$ cat src/rtl/traffic_density_sel_pkg.sv
// Shared types and default constants for the traffic density selector.
// The tr_sel_e encoding is consumed by the signal control unit, which maps
// LOW to red 30 / green 10, HIGH to red 10 / green 30 and NORMAL to 20 / 20.
package traffic_pkg;

  typedef enum logic [1:0] {
    TR_NORMAL = 2'b00,
    TR_LOW    = 2'b01,
    TR_HIGH   = 2'b10
  } tr_sel_e;

  // Default build: 320x240 frame, thresholds in vehicle pixels per frame.
  localparam int TR_CNT_W       = 17;
  localparam int TR_TH_LOW      = 2000;
  localparam int TR_TH_HIGH     = 8000;
  localparam int TR_HYST_FRAMES = 3;

  // Map a completed frame count onto a flow class. HIGH wins when the two
  // thresholds are equal, which makes NORMAL unreachable in that build.
  function automatic tr_sel_e tr_classify(
    input logic [31:0] count,
    input logic [31:0] th_low,
    input logic [31:0] th_high
  );
    tr_sel_e cls;
    if (count >= th_high) begin
      cls = TR_HIGH;
    end else if (count < th_low) begin
      cls = TR_LOW;
    end else begin
      cls = TR_NORMAL;
    end
    return cls;
  endfunction

endpackage

$ cat src/rtl/traffic_density_sel_if.sv
// Pixel-stream inputs and committed-class outputs of the density selector.
// slave: the selector itself; master: the video source / consumer side.
interface traffic_density_sel_if #(
  parameter int CNT_W = 17
);
  import traffic_pkg::*;

  logic             i_vsync;
  logic             i_de;
  logic             i_roi;
  logic             i_car_px;
  logic [CNT_W-1:0] o_density;
  tr_sel_e          o_traffic_sel;
  logic             o_sel_valid;

  modport slave (
    input  i_vsync, i_de, i_roi, i_car_px,
    output o_density, o_traffic_sel, o_sel_valid
  );

  modport master (
    output i_vsync, i_de, i_roi, i_car_px,
    input  o_density, o_traffic_sel, o_sel_valid
  );

endinterface

$ cat src/rtl/traffic_density_sel_hyst.sv
// Frame-count hysteresis: a new class is committed only after HYST_FRAMES
// consecutive identical raw classifications, which rejects flicker.
module density_hysteresis
  import traffic_pkg::*;
#(
  parameter int HYST_FRAMES = TR_HYST_FRAMES
) (
  input  logic    clk,
  input  logic    reset,
  input  tr_sel_e raw_class,
  input  logic    class_vld,
  output tr_sel_e o_traffic_sel,
  output logic    o_sel_valid
);

  localparam logic [3:0] HYST_MAX = 4'(HYST_FRAMES);

  tr_sel_e    cand_r;
  tr_sel_e    cand_next_s;
  logic [3:0] streak_r;
  logic [3:0] streak_next_s;
  tr_sel_e    sel_r;
  logic       sel_valid_r;
  logic       commit_s;

  // Next candidate/streak and commit decision for the frame being classified.
  always_comb begin
    cand_next_s   = cand_r;
    streak_next_s = streak_r;
    commit_s      = 1'b0;
    if (class_vld) begin
      if (raw_class == cand_r) begin
        if (streak_r >= HYST_MAX) begin
          streak_next_s = HYST_MAX;
        end else begin
          streak_next_s = streak_r + 4'd1;
        end
      end else begin
        cand_next_s   = raw_class;
        streak_next_s = 4'd1;
      end
      commit_s = (streak_next_s == HYST_MAX) && (cand_next_s != sel_r);
    end else begin
      commit_s = 1'b0;
    end
  end

  // Hold candidate, streak, committed class and the one-cycle change strobe.
  always_ff @(posedge clk or negedge reset) begin
    if (!reset) begin
      cand_r      <= TR_NORMAL;
      streak_r    <= 4'd0;
      sel_r       <= TR_NORMAL;
      sel_valid_r <= 1'b0;
    end else begin
      cand_r      <= cand_next_s;
      streak_r    <= streak_next_s;
      sel_valid_r <= commit_s;
      if (commit_s) begin
        sel_r <= cand_next_s;
      end else begin
        sel_r <= sel_r;
      end
    end
  end

  assign o_traffic_sel = sel_r;
  assign o_sel_valid   = sel_valid_r;

endmodule

$ cat src/rtl/traffic_density_sel.sv
// Counts vehicle pixels inside the ROI per frame, classifies each completed
// frame against two thresholds and hands the class to the hysteresis filter.
// The first vsync after reset only arms the block: the partial frame seen
// since reset is not a real measurement.
module traffic_density_sel
  import traffic_pkg::*;
#(
  parameter int CNT_W       = TR_CNT_W,
  parameter int TH_LOW      = TR_TH_LOW,
  parameter int TH_HIGH     = TR_TH_HIGH,
  parameter int HYST_FRAMES = TR_HYST_FRAMES
) (
  input  logic                  clk,
  input  logic                  reset,
  traffic_density_sel_if.slave  bus
);

  localparam logic [CNT_W-1:0] ACC_MAX = {CNT_W{1'b1}};
  localparam logic [CNT_W-1:0] ACC_ONE = {{(CNT_W-1){1'b0}}, 1'b1};

  logic             qual_s;
  logic [CNT_W-1:0] acc_r;
  logic [CNT_W-1:0] acc_next_s;
  logic             frame_started_r;
  logic [CNT_W-1:0] density_r;
  tr_sel_e          raw_class_r;
  tr_sel_e          raw_next_s;
  logic             class_vld_r;

  assign qual_s = bus.i_de & bus.i_roi & bus.i_car_px;

  // Saturating accumulator; a pixel coincident with vsync opens the new frame.
  always_comb begin
    acc_next_s = acc_r;
    if (bus.i_vsync) begin
      if (qual_s) begin
        acc_next_s = ACC_ONE;
      end else begin
        acc_next_s = {CNT_W{1'b0}};
      end
    end else if (qual_s && (acc_r != ACC_MAX)) begin
      acc_next_s = acc_r + ACC_ONE;
    end else begin
      acc_next_s = acc_r;
    end
  end

  // Threshold compare on the count of the frame that is closing.
  always_comb begin
    raw_next_s = tr_classify(32'(acc_r), 32'(TH_LOW), 32'(TH_HIGH));
  end

  // Frame bookkeeping: arm on first vsync, latch count and class afterwards.
  always_ff @(posedge clk or negedge reset) begin
    if (!reset) begin
      acc_r           <= {CNT_W{1'b0}};
      frame_started_r <= 1'b0;
      density_r       <= {CNT_W{1'b0}};
      raw_class_r     <= TR_NORMAL;
      class_vld_r     <= 1'b0;
    end else begin
      acc_r <= acc_next_s;
      if (bus.i_vsync && !frame_started_r) begin
        frame_started_r <= 1'b1;
        class_vld_r     <= 1'b0;
      end else if (bus.i_vsync) begin
        density_r   <= acc_r;
        raw_class_r <= raw_next_s;
        class_vld_r <= 1'b1;
      end else begin
        class_vld_r <= 1'b0;
      end
    end
  end

  assign bus.o_density = density_r;

  density_hysteresis #(
    .HYST_FRAMES (HYST_FRAMES)
  ) u_hyst (
    .clk           (clk),
    .reset         (reset),
    .raw_class     (raw_class_r),
    .class_vld     (class_vld_r),
    .o_traffic_sel (bus.o_traffic_sel),
    .o_sel_valid   (bus.o_sel_valid)
  );

endmodule

$ cat src/flat_wrapper.sv
// flat-port wrapper written by rule: the top's interface ports become plain ports
module traffic_density_sel_flat import traffic_pkg::*;
#(
  parameter int CNT_W       = TR_CNT_W,
  parameter int TH_LOW      = TR_TH_LOW,
  parameter int TH_HIGH     = TR_TH_HIGH,
  parameter int HYST_FRAMES = TR_HYST_FRAMES
)
  (clk, reset, bus_i_vsync, bus_i_de, bus_i_roi, bus_i_car_px, bus_o_density, bus_o_traffic_sel, bus_o_sel_valid);
  traffic_density_sel_if #(.CNT_W(CNT_W)) bus_i ();
  input  logic clk;
  input  logic reset;
  input wire logic [$bits(bus_i.i_vsync)-1:0] bus_i_vsync;
  input wire logic [$bits(bus_i.i_de)-1:0] bus_i_de;
  input wire logic [$bits(bus_i.i_roi)-1:0] bus_i_roi;
  input wire logic [$bits(bus_i.i_car_px)-1:0] bus_i_car_px;
  output wire logic [$bits(bus_i.o_density)-1:0] bus_o_density;
  output wire logic [$bits(bus_i.o_traffic_sel)-1:0] bus_o_traffic_sel;
  output wire logic [$bits(bus_i.o_sel_valid)-1:0] bus_o_sel_valid;
  assign bus_i.i_vsync = bus_i_vsync;
  assign bus_i.i_de = bus_i_de;
  assign bus_i.i_roi = bus_i_roi;
  assign bus_i.i_car_px = bus_i_car_px;
  assign bus_o_density = bus_i.o_density;
  assign bus_o_traffic_sel = bus_i.o_traffic_sel;
  assign bus_o_sel_valid = bus_i.o_sel_valid;
  traffic_density_sel #(.CNT_W(CNT_W), .TH_LOW(TH_LOW), .TH_HIGH(TH_HIGH), .HYST_FRAMES(HYST_FRAMES)) u_core (.clk(clk), .reset(reset), .bus(bus_i));
endmodule
$ cat config.mk
export PLATFORM = sky130hd
export DESIGN_NAME = traffic_density_sel_flat
export DESIGN_NICKNAME = d
export VERILOG_FILES = /design/src/rtl/traffic_density_sel_pkg.sv /design/src/rtl/traffic_density_sel_if.sv /design/src/rtl/traffic_density_sel_hyst.sv /design/src/rtl/traffic_density_sel.sv /design/src/flat_wrapper.sv
export SDC_FILE = /design/constraint.sdc
export NUM_CORES = 1
export LEC_CHECK = 0
export CORE_AREA = 2 2 66 68
export DETAILED_ROUTE_END_ITERATION = 8
export DIE_AREA = 0 0 68 70
export HOLD_SLACK_MARGIN = 0.1
export PLACE_DENSITY = 0.78
export SLEW_MARGIN = 20
export SYNTH_ARGS = -nofsm -noshare
export SYNTH_HDL_FRONTEND = slang
export SYNTH_HIERARCHICAL = 1
export SYNTH_SLANG_ARGS = --single-unit
$ cat constraint.sdc
create_clock -name clk -period 3 [get_ports clk]
set_input_delay 0.75 -clock clk [delete_from_list [all_inputs] [get_ports clk]]
set_output_delay 0.75 -clock clk [all_outputs]
set_load 0.02 [all_outputs]
Yosys cells after proc, flatten, opt, wreduce, memory -nomap -nowiden
Index checks and enable logic that the tools add are counted.

word-level totals
  bits in registers = 47
  input bits = 6
  output and inout port bits = 20
  logic and storage cells = 41

cells by class
  add/subtract/negate cells = 2
  magnitude comparators = 3
  eq/ne operators = 4
  muxes and demuxes = 14
  bitwise logic cells = 3
  reduce and logical (&&, ||, !) cells = 6

operators by type and width
  operator                                                              count
  two-way mux 17 bit                                                    2
  adder 17 x 1 -> 17 bit (second input constant)                        1
  greater-or-equal comparator 17 x 13 -> 1 bit (second input constant)  1
  less-than comparator 17 x 11 -> 1 bit (second input constant)         1
  inequality test 17 bit (second input constant)                        1
  two-way mux 4 bit                                                     3
  two-way mux 2 bit                                                     4
  two-way mux 1 bit                                                     5
  adder 4 x 1 -> 4 bit (second input constant)                          1
  equality test 4 x 2 -> 1 bit (second input constant)                  1
  greater-or-equal comparator 4 x 2 -> 1 bit (second input constant)    1
  logical AND 1 bit                                                     3
  bitwise AND 1 bit                                                     2
  equality test 2 bit                                                   1
  inequality test 2 bit                                                 1
  AND reduction 2 bit                                                   1
  nonzero test 2 bit                                                    1
  logical NOT 1 bit                                                     1
  inverter 1 bit                                                        1

Logic depth before layout (Yosys ltp)
Gate-level depths: netlist of run 1.

  word-level depth = 7
  gate-level depth with buffers = 9
  depth with buffers taken out = 9

Cells and area by module
The synthesis of run 1 kept the hierarchy.

modules (own cells, without submodules)
  module               times used  cells an instance  area an instance (um^2)  seq. area each (um^2)
  traffic_density_sel  1           156                1756.7                   950.9
  density_hysteresis   1           32                 416.6                    225.2

Worst setup path before layout of run 1
OpenSTA, ideal clock, no wires.

  kind = reg2reg
  from = register u_core.acc_r[11]
  to = register u_core.acc_r[11]
  library setup time = 0.128 ns
  arrival = 2.197 ns
  required time = 2.872 ns
  slack = 0.676 ns
  stages on the path, launching flop included = 10
  path buffers = 0
  clock period less this slack = 2.324 ns
  cell sequence = dfrtp_1 and3_1 and3_1 nand3_1 nor4_1 ha_1 nand4b_4 nor4_4 nor2b_1 mux2_1

on the way
  longest elaborated chain between the ends = 3
  elaborated cells between the ends (all ways) = 6
  those cells by class = add/sub (1); eq/ne (1); mux (2); reduce/logical (2)

RTL lines
  element                                                                  RTL line                                              RTL
  start: declaration                                                       traffic_density_sel.sv:22                             logic [CNT_W-1:0] acc_r;
  start signal: assignment                                                 traffic_density_sel.sv:56                             acc_r <= {CNT_W{1'b0}};
  start signal: assignment                                                 traffic_density_sel.sv:62                             acc_r <= acc_next_s;
  adder 17 x 1 -> 17 bit / inequality test 17 bit (equally long branches)  traffic_density_sel.sv:42, traffic_density_sel.sv:41
  two-way mux 17 bit / logical AND 1 bit (equally long branches)           traffic_density_sel.sv:41                             end else if (qual_s && (acc_r != ACC_MAX)) begin
  two-way mux 17 bit / nonzero test 2 bit (equally long branches)          n/a

Several ways; a longest one is shown, not always the timed one. The select of a mux whose other input is x is not followed.
A chain may end at the register's enable or synchronous reset.

Final worst setup path of run 1
Same ends and word-level chain as after synthesis.

==> results.cfg, run 1 <==
[cells_and_area]
multi_input_area_um2 = 953
seq_area_um2 = 1180
drive_above_1_share = 0.180
nFillCells = 346
fin_nets = 228
diodes = 0
area_growth_pct = 17.8
final_cell_count_no_fill = 269

[critical_path]
cpLargestDelayFamily = simple AND/OR/NAND/NOR gates
critPathKind = reg2reg
startpoint_type = flop
worst_r2r_path_depth = 9
cp_common_cell = and3_1
cp.depth = 9
cp-end-kind = flop
worstPathMaxFanout = 10
slowest_delay_ps = 430
worstPathRequired_ps = 3170
cp_data_arrival_time_ps = 2740
critPathBufInv = 0
cp_slowest_cell = dfrtp_1
worstPathCellList = and3_1 -> and3_1 -> nand3_1 -> nor4_1 -> ha_1 -> nand4b_4 -> nor4_4 -> nor2b_1 -> mux2_1

[logic_synthesis]
ys_seq_area_frac = 0.541
syn_area_um2 = 2170
synthTopCellsByArea = dfrtp_1 54%, mux2_2 9.3%, nor2_1 3.1%
synth_top_cell_by_area = dfrtp_1
synthTopCellsByCount = 47 x dfrtp_1, 18 x mux2_2, 18 x nor2_1
yosysMostFrequentCell = dfrtp_1
synth_cell_types = 36
syn_nets = 198
dominantRegCellSynth = dfrtp_1
synth_top_area_frac = 0.541
async_flop_share = 1.00
synth.ff_latch_count = 47
synth.avg_cell_area_um2 = 11.6
ys_warn_count = 6
synth_cells = 188
synth_edf_count = 0

[floorplan]
dieWidth_um = 68
rows = 24
initial_core_util = 0.524
fp.coreArea_um2 = 4140
dieArea_um2 = 4760
io_pins = 26
die_y_um = 70

[detailed_routing]
drtIter0Drc = 67
via_count = 1425
met2_length_mm = 1.85
top_layer = met4
firstDrtPassIters = 4
routed_wl_mm = 3.75
met3_wirelength_um = 110
via_per_inst = 5.30
drt-met1-wl_mm = 1.76
drc_errors = 0
antenna_left = 0
wire_per_inst_um = 14.0

[sta]
drv_slew = 0
setup_tns_ps = 0
period_minus_slack_ps = 2570
fmax_mhz = 389
rsz0062_at_grt = false
worst_slew_margin_rel = 0.700
finalSetupViolCount = 0
period_share = 0.856
hold_viol_final = 0
clock_skew_ps = 5.09
worst_pin_slew_ps = 445

[clock_tree]
cts_sinks = 47
cts_tree = done
clk_latency_ps = 290
clk_path_buf_depth = 2
cts_resized = 0
ctsHoldBuffers = 0
ctsRootBufferMaster = clkbuf_8
numCtsBuffers = 5
cts_setup_buffers = 0
htreeDepth = 2
clk_pin_slew_worst_paths_ps = 80

[placement]
detailed_place_hpwl_mm = 2.74
gp_congestion = 0.786
portBuffers = 25
placed_cells = 263

[global_routing]
grt_pass1_wl_mm = 6.56
gr-total-overflow = 0
grt_max_degree = 25
grt_pass1_vias = 1427
grt_usage = 0.182
antenna_found_initial = 0

[pwr]
ir_worst_vdd_uv = 281
power.density_nw_per_um2 = 475
leakage_nw = 1.16

[flow_run]
maxCapViolCount = 0

[worst_hold_path]
min_path_type = in2async

[status]
status = complete, no violations
cell families (layout without fill, tap and decap cells):
logic type	Yosys count	count (layout)	synth area share
compound gates	19	19	0.0518
flops	47	47	0.541
mux	22	22	0.117
xor+xnor	11	11	0.0443
fa+ha+maj	4	4	0.0230
buf+inv	11	40	0.0202
simple gates	74	74	0.202
final cells by class:
cell class / instances / share of cell area
Clock buffer: 6 / 0.0283
Inverter: 5 / 0.00733
Multi-Input combinational cell: 130 / 0.372
Sequential cell: 47 / 0.459
Tap cell: 52 / 0.0254
Timing Repair Buffer: 29 / 0.107
power breakdown:
group          leakage [nW]  switching [mW]  internal (mW)
Combinational         0.489          0.0885         0.0950
Clock                0.0371           0.187          0.156
Sequential            0.630          0.0278          0.663
Total                  1.16           0.303          0.913
metal layers:
metal,track usage,up-vias
li1,-,707
met1,0.249,693
met2,0.285,21
met3,0.0435,4
met4,0.0600,0
met5,0,-
state kept, by name, indices dropped and copies added, names as in the netlist:
name / flops
u_core/acc_r: 17
u_core/bus.o_density: 17
u_core/class_vld_r: 1
u_core/frame_started_r: 1
u_core/raw_class_r: 2
u_core/u_hyst/cand_r: 2
u_core/u_hyst/o_sel_valid: 1
u_core/u_hyst/o_traffic_sel: 2
u_core/u_hyst/streak_r: 4
cell usage in the layout, fill, tap and decap left out, drive strengths merged, types with 7 or more instances in the layout:
cell type	netlist	final
dfrtp	47	47
clkdlybuf4s50	0	24
mux2	22	22
nor2	18	18
nand2	15	15
nand3	9	9
o21ai	7	7
nor2b	7	7
xnor2	7	7
metrics by stage:
| step | total power [mW] | util | worst slack [ps] | instance area (µm²) | hold slack (ps) |
|---|---|---|---|---|---|
| 2_1_floorplan | 0.813 | - | 676 | 2170 | 437 |
| 3_3_place_gp | 0.882 | 0.601 | 491 | 2490 | 449 |
| 3_5_place_dp | 0.891 | 0.601 | 438 | 2490 | 451 |
| 4_1_cts | 1.23 | 0.618 | 425 | 2560 | 300 |
| 5_1_grt | 1.29 | 0.618 | 247 | 2560 | 306 |
| 6_report | 1.22 | 0.618 | 431 | 2560 | 304 |
final timing paths:
kind / slack, ps / end / from
worst max-delay path: 430 / u_core/acc_r[11]$_DFFE_PN0P_ / u_core/acc_r[11]$_DFFE_PN0P_
worst min-delay path: 300 / u_core/acc_r[5]$_DFFE_PN0P_ / reset
worst max register to register: 430 / u_core/acc_r[11]$_DFFE_PN0P_ / u_core/acc_r[11]$_DFFE_PN0P_
worst min register to register: 470 / u_core/frame_started_r$_DFFE_PN0P_ / u_core/frame_started_r$_DFFE_PN0P_
max in group asynchronous: 2150 / u_core/acc_r[16]$_DFFE_PN0P_ / reset
min in group clk: 470 / u_core/frame_started_r$_DFFE_PN0P_ / u_core/frame_started_r$_DFFE_PN0P_
Power figures use the tool's default switching activity.
==> inputs of run 2 (changes only) <==
CORE_AREA = 2 2 51 89   (was 2 2 66 68)
DIE_AREA = 0 0 53 91   (was 0 0 68 70)
PLACE_DENSITY = 0.77   (was 0.78)
==> results.cfg, run 2 (synthesis gave the netlist of run 1 again) <==
[detailed_routing]
wire_per_inst_um = 14.5
antenna_left = 0
via_per_inst = 5.44
routed_wl_mm = 3.87
drc_errors = 0
via_count = 1458
drtIter0Drc = 13
firstDrtPassIters = 4

[critical_path]
critPathLaunch = u_core/acc_r[11]$_DFFE_PN0P_
critPathKind = reg2reg
worstPathMaxFanout = 10
endpoint = u_core/acc_r[11]$_DFFE_PN0P_
worst_r2r_path_depth = 9
r2r_slack_ps = 440
cp-end-kind = flop
reg2reg_from = u_core/acc_r[11]$_DFFE_PN0P_
cp_data_arrival_time_ps = 2730
worstPathRequired_ps = 3170
r2r-end = u_core/acc_r[11]$_DFFE_PN0P_
startpoint_type = flop

[pwr]
ir_worst_vdd_uv = 448
power.total_mw = 1.24
leakage_nw = 1.16
power.density_nw_per_um2 = 481

[status]
status = complete, no violations

[floorplan]
io_pins = 26
initial_core_util = 0.534
dieWidth_um = 53
die_y_um = 91
rows = 31
dieArea_um2 = 4820
fp.coreArea_um2 = 4070

[cells_and_area]
multi_input_area_um2 = 953
drive_above_1_share = 0.183
fin_nets = 228
final_cell_mix = 47 x dfrtp_1, 24 x clkdlybuf4s50_1, 18 x mux2_2, 18 x nor2_1, 15 x nand2_1
layout_commonest_cell = dfrtp_1
diodes = 0
layout.core_utilization = 0.630
seq_area_um2 = 1180
nFillCells = 352
area_growth_pct = 18.1

[global_routing]
grt_pass1_vias = 1507
antenna_found_initial = 0
grt_usage = 0.190
grt_pass1_wl_mm = 6.81
grt_max_degree = 26
gr-total-overflow = 0

[clock_tree]
cts_resized = 0
numCtsBuffers = 5
cts_setup_buffers = 0
clk_path_buf_depth = 2
htreeDepth = 2
clk_latency_ps = 290
cts_tree = done
ctsHoldBuffers = 0
ctsRootBufferMaster = clkbuf_8
clk_pin_slew_worst_paths_ps = 80
cts_sinks = 47

[sta]
rsz0062_at_grt = false
period_minus_slack_ps = 2560
fmax_mhz = 391
drv_slew = 0
hold_viol_final = 0
finalSetupViolCount = 0
period_share = 0.852
worst_slew_margin_rel = 0.665
setup_ws_ps = 443
clock_skew_ps = 6.88
worst_pin_slew_ps = 503
setup_tns_ps = 0

[placement]
pre_cts_slack_ps = 433
detailed_place_hpwl_mm = 2.89
gp_congestion = 0.813
portBuffers = 25

[worst_hold_path]
min_path_type = in2async

[flow_run]
maxCapViolCount = 0
## run 2: changes by cell type in the layout (fill, tap and decap cells not counted)
cell / change
clkbuf_1: +1
clkinv_2: +1
## run 2: how the worst min path moves through the flow
stage                                       start                                   to  cells past startpoint
6_report                                    reset  u_core/bus.o_density[6]$_DFFE_PN0P_                      1
5_1_grt                                     reset  u_core/bus.o_density[6]$_DFFE_PN0P_                      1
4_1_cts                                     reset  u_core/bus.o_density[6]$_DFFE_PN0P_                      1
3_5_place_dp   u_core/frame_started_r$_DFFE_PN0P_   u_core/frame_started_r$_DFFE_PN0P_                      1
3_3_place_gp   u_core/frame_started_r$_DFFE_PN0P_   u_core/frame_started_r$_DFFE_PN0P_                      1
2_1_floorplan  u_core/frame_started_r$_DFFE_PN0P_   u_core/frame_started_r$_DFFE_PN0P_                      1
## run 2: power by group
group / switching [mW] / total [mW] / internal, mW
combinational: 0.0889 / 0.184 / 0.0952
sequential: 0.0307 / 0.694 / 0.663
clock: 0.194 / 0.358 / 0.164
## run 2: per-stage QoR
stage          hold slack [ps]  area [µm²]  cells
5_1_grt                    459        2570    268
2_1_floorplan              437        2170    188
3_5_place_dp               460        2480    260
6_report                   415        2570    268
4_1_cts                    430        2570    268
3_3_place_gp               451        2480    260
## run 2: layer usage
metal	share of wire	routed length (µm)	up-vias	global-route usage
li1	-	-	707	-
met1	0.40	1540	716	0.229
met2	0.55	2150	27	0.317
met3	0.024	93	8	0.0345
met4	0.025	97	0	0.0897
met5	0	0	-	0
## run 2: layout make-up
| type | instances | share of cell area |
|---|---|---|
| timing repair buffer | 29 | 0.107 |
| sequential | 47 | 0.458 |
| clock buffer | 7 | 0.0297 |
| tap | 49 | 0.0239 |
| clock inverter | 1 | 0.00195 |
| multi-input combinational | 130 | 0.372 |
| inverter | 5 | 0.00731 |
## run 2: critical path, cell delays in order (launching register included)
cell      delay, ps
dfrtp_1         420
and3_1          210
and3_1          230
nand3_1         100
nor4_1           60
ha_1            230
nand4b_4        280
nor4_4          390
nor2b_1         210
mux2_1          330
